===== src/rtl/display_pkg.sv =====
// display_pkg: 640x480@60 timing constants and the 16-colour palette shared by the scanout path.
package display_pkg;
  localparam int H_ACTIVE     = 640;
  localparam int H_SYNC_START = 656;
  localparam int H_SYNC_END   = 752;
  localparam int H_TOTAL      = 800;
  localparam int V_ACTIVE     = 480;
  localparam int V_SYNC_START = 490;
  localparam int V_SYNC_END   = 492;
  localparam int V_TOTAL      = 525;
  localparam logic [11:0] PALETTE [16] = '{
    12'h000, 12'h00A, 12'h0A0, 12'h0AA, 12'h A00, 12'hA0A, 12'hA50, 12'hAAA,
    12'h555, 12'h55F, 12'h5F5, 12'h5FF, 12'hF55, 12'hF5F, 12'hFF5, 12'hFFF
  };
endpackage


===== src/rtl/vga_timing.sv =====
// vga_timing: free-running raster counters with undelayed active, sync and frame-tick flags.
module vga_timing
  import display_pkg::*;
#(
  parameter int V_ACT    = V_ACTIVE,
  parameter int V_SYNC_S = V_SYNC_START,
  parameter int V_SYNC_E = V_SYNC_END,
  parameter int V_TOT    = V_TOTAL
) (
  input  logic       clk,
  input  logic       rst,
  output logic [9:0] hcount,
  output logic [9:0] vcount,
  output logic       active,
  output logic       hsync,
  output logic       vsync,
  output logic       frame_tick
);
  logic h_end, v_end;
  assign h_end = hcount == 10'(H_TOTAL - 1);
  assign v_end = vcount == 10'(V_TOT - 1);
  always_ff @(posedge clk) begin
    if (rst) begin
      hcount <= '0;
      vcount <= '0;
    end else begin
      hcount <= h_end ? '0 : hcount + 10'd1;
      if (h_end) vcount <= v_end ? '0 : vcount + 10'd1;
    end
  end
  assign active     = hcount < 10'(H_ACTIVE) && vcount < 10'(V_ACT);
  assign hsync      = !(hcount >= 10'(H_SYNC_START) && hcount < 10'(H_SYNC_END));
  assign vsync      = !(vcount >= 10'(V_SYNC_S) && vcount < 10'(V_SYNC_E));
  assign frame_tick = hcount == '0 && vcount == 10'(V_ACT);
endmodule


===== src/rtl/canvas_scanout.sv =====
// canvas_scanout: composites sprite layers over a 4x-upscaled 160x120 canvas into VGA RGB/sync.
module canvas_scanout
  import display_pkg::*;
#(
  parameter logic [3:0] BG_INDEX = 4'd0,
  parameter int         LAYERS   = 2,
  parameter int         V_ACT    = V_ACTIVE,
  parameter int         V_SYNC_S = V_SYNC_START,
  parameter int         V_SYNC_E = V_SYNC_END,
  parameter int         V_TOT    = V_TOTAL
) (
  input  logic                  clk,
  input  logic                  rst,
  output logic [9:0]            x,
  output logic [9:0]            y,
  input  logic [4*LAYERS-1:0]   paletteIndex,
  input  logic [LAYERS-1:0]     valid,
  output logic [3:0]            vga_r,
  output logic [3:0]            vga_g,
  output logic [3:0]            vga_b,
  output logic                  hsync,
  output logic                  vsync,
  output logic                  frame_tick
);
  logic [9:0] hcount, vcount;
  logic active, hs_raw, vs_raw, act_d, hs_d, vs_d;
  logic [3:0] sel;
  logic [11:0] rgb;
  vga_timing #(.V_ACT(V_ACT), .V_SYNC_S(V_SYNC_S), .V_SYNC_E(V_SYNC_E), .V_TOT(V_TOT)) u_timing (
    .clk(clk), .rst(rst), .hcount(hcount), .vcount(vcount), .active(active),
    .hsync(hs_raw), .vsync(vs_raw), .frame_tick(frame_tick)
  );
  assign x = {2'b00, hcount[9:2]};
  assign y = {2'b00, vcount[9:2]};
  // Walk from lowest priority upward so layer 0 wins; invalid layers never touch sel.
  always_comb begin
    sel = BG_INDEX;
    for (int i = LAYERS - 1; i >= 0; i--)
      if (valid[i]) sel = paletteIndex[4*i +: 4];
  end
  always_ff @(posedge clk) begin
    if (rst) begin
      act_d <= 1'b0;
      hs_d  <= 1'b1;
      vs_d  <= 1'b1;
      rgb   <= 12'h000;
      hsync <= 1'b1;
      vsync <= 1'b1;
    end else begin
      act_d <= active;
      hs_d  <= hs_raw;
      vs_d  <= vs_raw;
      rgb   <= act_d ? PALETTE[sel] : 12'h000;
      hsync <= hs_d;
      vsync <= vs_d;
    end
  end
  assign {vga_r, vga_g, vga_b} = rgb;
endmodule


===== config.mk =====
export PLATFORM = sky130hd
export DESIGN_NAME = canvas_scanout
export DESIGN_NICKNAME = d
export VERILOG_FILES = /design/src/rtl/display_pkg.sv /design/src/rtl/vga_timing.sv /design/src/rtl/canvas_scanout.sv
export SDC_FILE = /design/constraint.sdc
export NUM_CORES = 1
export LEC_CHECK = 0
export ABC_AREA = 1
export ABC_CLOCK_PERIOD_IN_PS = 1150
export CAP_MARGIN = 20
export CORE_MARGIN = 10
export CORE_UTILIZATION = 44
export CTS_CLUSTER_SIZE = 30
export DETAILED_ROUTE_END_ITERATION = 10
export GPL_TIMING_DRIVEN = 0
export PLACE_DENSITY = 0.76
export SKIP_CTS_REPAIR_TIMING = 1
export SYNTH_ARGS = -nofsm -noshare
export SYNTH_HDL_FRONTEND = slang
export SYNTH_SLANG_ARGS = --single-unit
export TNS_END_PERCENT = 100

===== constraint.sdc =====
create_clock -name clk -period 1.15 [get_ports clk]
set_input_delay 0.23 -clock clk [delete_from_list [all_inputs] [get_ports clk]]
set_output_delay 0.23 -clock clk [all_outputs]
set_load 0.02 [all_outputs]

==> flow_metrics.py <==
metrics = {
    "run_status": {
        "status": "finished, violations left",
        "violations": "setup timing",
    },
    "clocking": {
        "path_clk_slew_ps": 60,
        "numClockSinks": 30,
        "cts_tree": "done",
        "h-tree-depth": 2,
        "insertion_delay_ps": 290,
        "clockBufferDepth": 2,
        "clockRootBuffer": "clkbuf_8",
        "cts_buffers": 5,
    },
    "worst_setup_path": {
        "path_delay_family": "simple AND/OR/NAND/NOR gates",
        "reg2reg_to": "u_timing.vcount[7]$_SDFFE_PP0N_",
        "cp_num_cells": 5,
        "cp_cell_sequence": "inv_1 > nor2_2 > nand3_2 > nor4_4 > buf_4",
        "path_class": "reg2out",
        "r2r_start": "u_timing.vcount[0]$_SDFFE_PP0N_",
        "cp_num_buf_inv": 2,
        "cp-end-kind": "output port",
        "cp.arrival_ps": 1410,
        "r2r_slack_ps": -190,
        "crit_slowest_cell": "dfxtp_4",
        "worstPathMaxFanout": 5,
        "crit_start": "u_timing.vcount[8]$_SDFFE_PP0N_",
        "required_ps": 920,
        "crit_end": "frame_tick",
        "startpoint_type": "flip-flop",
        "r2r_cells": 10,
        "slowest_delay_ps": 380,
    },
    "power": {
        "power_mw": 2.09,
        "power.density_mw_per_mm2": 743,
        "p_leak_nw": 1.36,
        "peakVddDrop_mv": 0.663,
    },
    "placement": {
        "pre_cts_ws_ps": -657,
        "io_buffers": 42,
        "place_hpwl_mm": 3.16,
        "place_congestion": 0.854,
    },
    "flow_run": {
        "drv_cap": 0,
    },
    "yosys": {
        "syn_inst": 248,
        "synth_top_area_share_pct": 33.8,
        "yosysTopAreaCell": "dfxtp_1",
        "synth_seq_cells": 30,
        "synth_top_cells_by_area": "dfxtp_1, buf_4, nand2_1",
        "synth.distinct_cells": 32,
        "synth.avg_cell_area_sq_um": 7.16,
        "synth_area_sq_mm": 0.00178,
        "seq_area_frac_synth_pct": 33.8,
        "yosysWarningCount": 0,
    },
    "timing": {
        "rsz0062_at_grt": "true",
        "fmax_mhz": 610,
        "finalClockSkew_ps": 2.45,
        "setup_ws_ps": -489,
        "period_needed_ps": 1640,
        "hold_viol": 0,
        "drv_slew": 0,
        "min_period_over_period_pct": 143,
        "finalSetupViolations": 21,
    },
    "layout": {
        "fill_cells": 316,
        "most-common-layout-cells": "nand2_1, buf_4, nor2_1, buf_6",
        "layout_commonest_cell": "nand2_1",
        "nets": 336,
        "layout-drive-gt1-share_pct": 47.8,
        "syn_to_final_growth_pct": 58.4,
        "antenna_cells": 0,
    },
    "die": {
        "core_area_sq_mm": 0.00394,
        "num_rows": 23,
        "dieArea_sq_mm": 0.00698,
        "ios": 47,
        "start_util_pct": 45.1,
        "die_y_um": 83.5,
        "die_w_um": 83.5,
    },
    "global_routing": {
        "antenna_found_initial": 0,
        "grt_pass1_vias": 1623,
        "grt_max_degree": 11,
        "track_usage_pct": 12.1,
        "overflow": 0,
        "grt_pass1_wl_mm": 7.08,
    },
    "drt": {
        "routed_wl_mm": 4.96,
        "ant_nets": 0,
        "via_per_inst": 4.88,
        "drt_iter0_markers": 130,
        "drcViolationCount": 0,
        "dr.pass1.iters": 4,
        "post_drt_wl_per_cell_um": 13.4,
        "via_count": 1805,
    },
    "min_path": {
        "hold_path.class": "in2reg",
        "min_from": "rst",
    },
}
[worst min path at each step]
stage               depth (start not counted)                              end  slack [ps]
finish                                      2  u_timing.vcount[8]$_SDFFE_PP0N_         300
global route                                2  u_timing.vcount[5]$_SDFFE_PP0N_         310
CTS                                         1                 vsync$_SDFF_PP1_         410
detailed placement                          1                 vsync$_SDFF_PP1_         390
global placement                            1                 hsync$_SDFF_PP1_         390
floorplan                                   1  u_timing.vcount[5]$_SDFFE_PP0N_         290
[power breakdown]
group | total, mW | switching [mW] | internal, mW
Sequential | 1.04 | 0.0150 | 1.02
Combinational | 0.260 | 0.129 | 0.131
Clock | 0.795 | 0.391 | 0.405
[logic make-up (layout without fill, tap and decap cells)]
logic type,after synthesis,count (layout),synth area share (%)
simple gates,132,133,36.1
buf+inv,58,126,19.1
flops,30,30,33.8
compound gates,19,19,6.06
fa+ha+maj,4,4,2.82
xor+xnor,4,4,1.97
other cells,1,4,0.211
[worst register-to-register path, stage by stage, from the launching register on]
cell and delay, ps:
dfxtp_4 360, inv_4 70, ha_4 140, buf_4 110, nand2_2 50, nor2_2 110
nand3_2 100, nand2_1 90, nand2_2 100, nand2_1 80, nor2_1 40
[flip-flops by register name, summed over array words and instances (netlist names)]
| signal | flops |
|---|---|
| u_timing.vcount | 10 |
| rgb | 5 |
| act_d | 1 |
| vsync | 1 |
| hsync | 1 |
| hs_d | 1 |
| u_timing.hcount | 10 |
| vs_d | 1 |
[per-stage QoR]
step / hold WS, ps / instance area (sq um) / cells / TNS [ps] / util [%]
global placement: 393 / 2340 / 343 / -11760 / 59.4
finish: 300 / 2810 / 370 / -3100 / 71.4
detailed placement: 394 / 2340 / 343 / -12680 / 59.4
CTS: 407 / 2420 / 350 / -18020 / 61.4
floorplan: 292 / 1860 / 251 / -898 / -
global route: 307 / 2810 / 370 / -4490 / 71.4
[area by class of cell]
class	instances	area [sq um]	share of cell area (%)
buffer	26	221	7.87
clock buffer	5	68.8	2.45
clock inverter	2	10.0	0.356
inverter	28	120	4.27
multi-input combinational	164	1020	36.3
sequential	30	669	23.8
tap	50	62.6	2.22
timing repair buffer	65	639	22.7
[layer usage]
metal | share of wire [%] | routed length (um) | vias to the layer above | track usage [%]
met3 | 7.2 | 355 | 12 | 5.47
met4 | 2.5 | 125 | 0 | 6.39
met2 | 52 | 2580 | 61 | 21.3
met1 | 38 | 1890 | 831 | 11.5
met5 | 0 | 0 | - | 0
li1 | - | - | 901 | -
[synth_stat cells]
cell type and count:
buf_4 27, o22ai_1 1, a21oi_1 11, nand3b_1 1, nor4_1 3, conb_1 1
nand3_1 13, ha_1 4, buf_6 1, nor2_4 1, dfxtp_1 30, buf_2 1
or2_2 2, inv_1 23, nand4_1 7, o21ai_1 1, inv_6 2, nand3_4 1
a21boi_0 2, nor2_8 2, o21bai_1 1, nand2_1 53, clkbuf_2 1, inv_2 3
o2111ai_1 1, xor2_1 4, nand3_2 3, nor3_1 1, nor3b_2 1, nor2_1 39
o21ai_0 2, nand2_2 5
Note: power is estimated with default switching activity, not from simulation.
==> variant, RTL diff (config.mk and constraints unchanged) <==
Change the parameter `LAYERS` from 2 to 1.
--- a/src/rtl/canvas_scanout.sv
+++ b/src/rtl/canvas_scanout.sv
@@ -3,7 +3,7 @@
   import display_pkg::*;
 #(
   parameter logic [3:0] BG_INDEX = 4'd0,
-  parameter int         LAYERS   = 2,
+  parameter int         LAYERS   = 1,
   parameter int         V_ACT    = V_ACTIVE,
   parameter int         V_SYNC_S = V_SYNC_START,
   parameter int         V_SYNC_E = V_SYNC_END,
Ports: changed (resized paletteIndex and valid); port bits go from 47 to 42. The function was not compared with the original's and may differ.
==> variant against the unedited design <==
The flow still finishes with violations (setup timing); routed wire length is 9.4% lower; cell area shrank 8.1%; synthesized cell count shrank 5.6%; area after synthesis shrank 7.3%; utilization down 0.23 points; setup slack worse by 0.044 ns; total power decreased by 2.8%; sequential cell count stayed put; sequential power about the same; critical endpoint unchanged.
==> variant: results (changes against the unedited design) <==
| Metric | Value |
|---|---|
| Leak | 0.00123 µW (-9.5%) |
| Synth Area in Compound Gates | 0.0395 (-0.0211) |
| Final #Nets | 312 (-7.1%) |
| Commonest cells post-synth | nand2_1, nor2_1, dfxtp_1, buf_4, inv_1 |
| Clk_skew | 0.00115 ns (-0.00130 ns) |
| Synth Area in XOR/XNOR | 0.0266 (+0.00686) |
| GP Congestion | 0.876 (+2.5%) |
| Routed wire length | 4500 µm (-9.4%) |
| Flop2flop setup slack | -0.31 ns (-0.12 ns) |
| FF-to-FF Start | u_timing.hcount[1]$_SDFF_PP0_ |
| Layout Cells excl Fill | 349 (-5.7%) |
| Synth Area in Adders | 0.0304 (+0.00220) |
| Syn Inst Count | 234 (-5.6%) |
| Buffers on Ports | 37 (-12%) |
| Layout cell share with drive strength beyond 1 | 0.485 (+0.00692) |
| Failing checks | setup timing |
| Worst r2r dst | u_timing.vcount[9]$_SDFFE_PP0N_ |
| Hold EP | u_timing.vcount[6]$_SDFFE_PP0N_ |
| Status | complete, but fails checks |
| Final setup fails | 22 (+4.8%) |
| Pre-CTS setup slack | -0.711 ns (-0.0539 ns) |
| Number of global-route vias before repair | 1,377 (-15%) |
| Worst Slack Setup Final | -0.533 ns (-0.0443 ns) |
| Critical Path AT | 1.45 ns (+0.04 ns) |
| Top cells by area, synth | dfxtp_1, buf_4, nand2_1 |
| Global-route wire length before repair | 5900 µm (-17%) |
| Detail Placement HPWL | 2840 µm (-10%) |
variant: changes by cell type in the layout (fill, tap and decap cells not counted), moves of 4 or more:
cell,change
buf_6,-7
nor2_1,-5
dfxtp_4,-5
buf_4,+7
clkdlybuf4s50_1,-4
a21oi_1,-8
variant: metrics by stage:
stage / hold slack [ns] / power [µW] / utilization / cell area, µm² / TNS (ns)
2_1_floorplan: 0.302 / 1200 / - / 1730 / -0.983
3_3_place_gp: 0.394 / 1260 / 0.594 / 2160 / -12.97
3_5_place_dp: 0.395 / 1260 / 0.594 / 2160 / -13.69
4_1_cts: 0.410 / 2050 / 0.616 / 2240 / -18.89
5_1_grt: 0.332 / 2110 / 0.711 / 2580 / -6.16
6_report: 0.319 / 2030 / 0.711 / 2580 / -4.99
variant: how the worst max path moves through the flow:
stage	slack, ns	end	startpoint
after floorplan	-0.12	frame_tick	u_timing.hcount[4]$_SDFF_PP0_
after global placement	-0.76	frame_tick	u_timing.vcount[6]$_SDFFE_PP0N_
after detailed placement	-0.71	frame_tick	u_timing.vcount[6]$_SDFFE_PP0N_
after CTS	-1.04	frame_tick	u_timing.vcount[6]$_SDFFE_PP0N_
after global routing	-0.60	frame_tick	u_timing.vcount[0]$_SDFFE_PP0N_
final	-0.53	frame_tick	u_timing.vcount[0]$_SDFFE_PP0N_
variant: logic make-up (layout without fill, tap and decap cells):
kind of cell               count (synthesis)  count (layout)
xor gates and xnor gates                   5               5
AOI/OAI and AO/OA                         11              11
and+or+nand+nor                          128             129
adders and majority gates                  4               4
DFF                                       30              30
buffers and inverters                     55             118
other                                      1               4
variant: power breakdown:
part           total (µW)  switching [µW]  internal, µW
Sequential           1040            12.7          1030
Combinational         209             110          99.0
Clock                 782             377           404
Total                2030             500          1530
variant: routing by layer:
layer / part of all wire / GRT usage
met1: 0.46 / 0.124
met2: 0.49 / 0.192
met3: 0.042 / 0.0397
met4: 0.0053 / 0.0415
met5: 0 / 0
variant: layout make-up:
type	instances	share of cell area
flip-flops and latches	30	0.253
repair buffers	57	0.200
clock buffers	5	0.0266
clock inverters	2	0.00387
well taps	48	0.0232
inverters	25	0.0382
multi-input cells	153	0.366
plain buffers	29	0.0886
variant: critical path, delay by kind of cell, from the launching register on:
| kind | cells | cell delay (ns) |
|---|---|---|
| and+or+nand+nor | 2 | 0.37 |
| DFF | 1 | 0.35 |
| buffers and inverters | 2 | 0.26 |
| adders and majority gates | 1 | 0.19 |
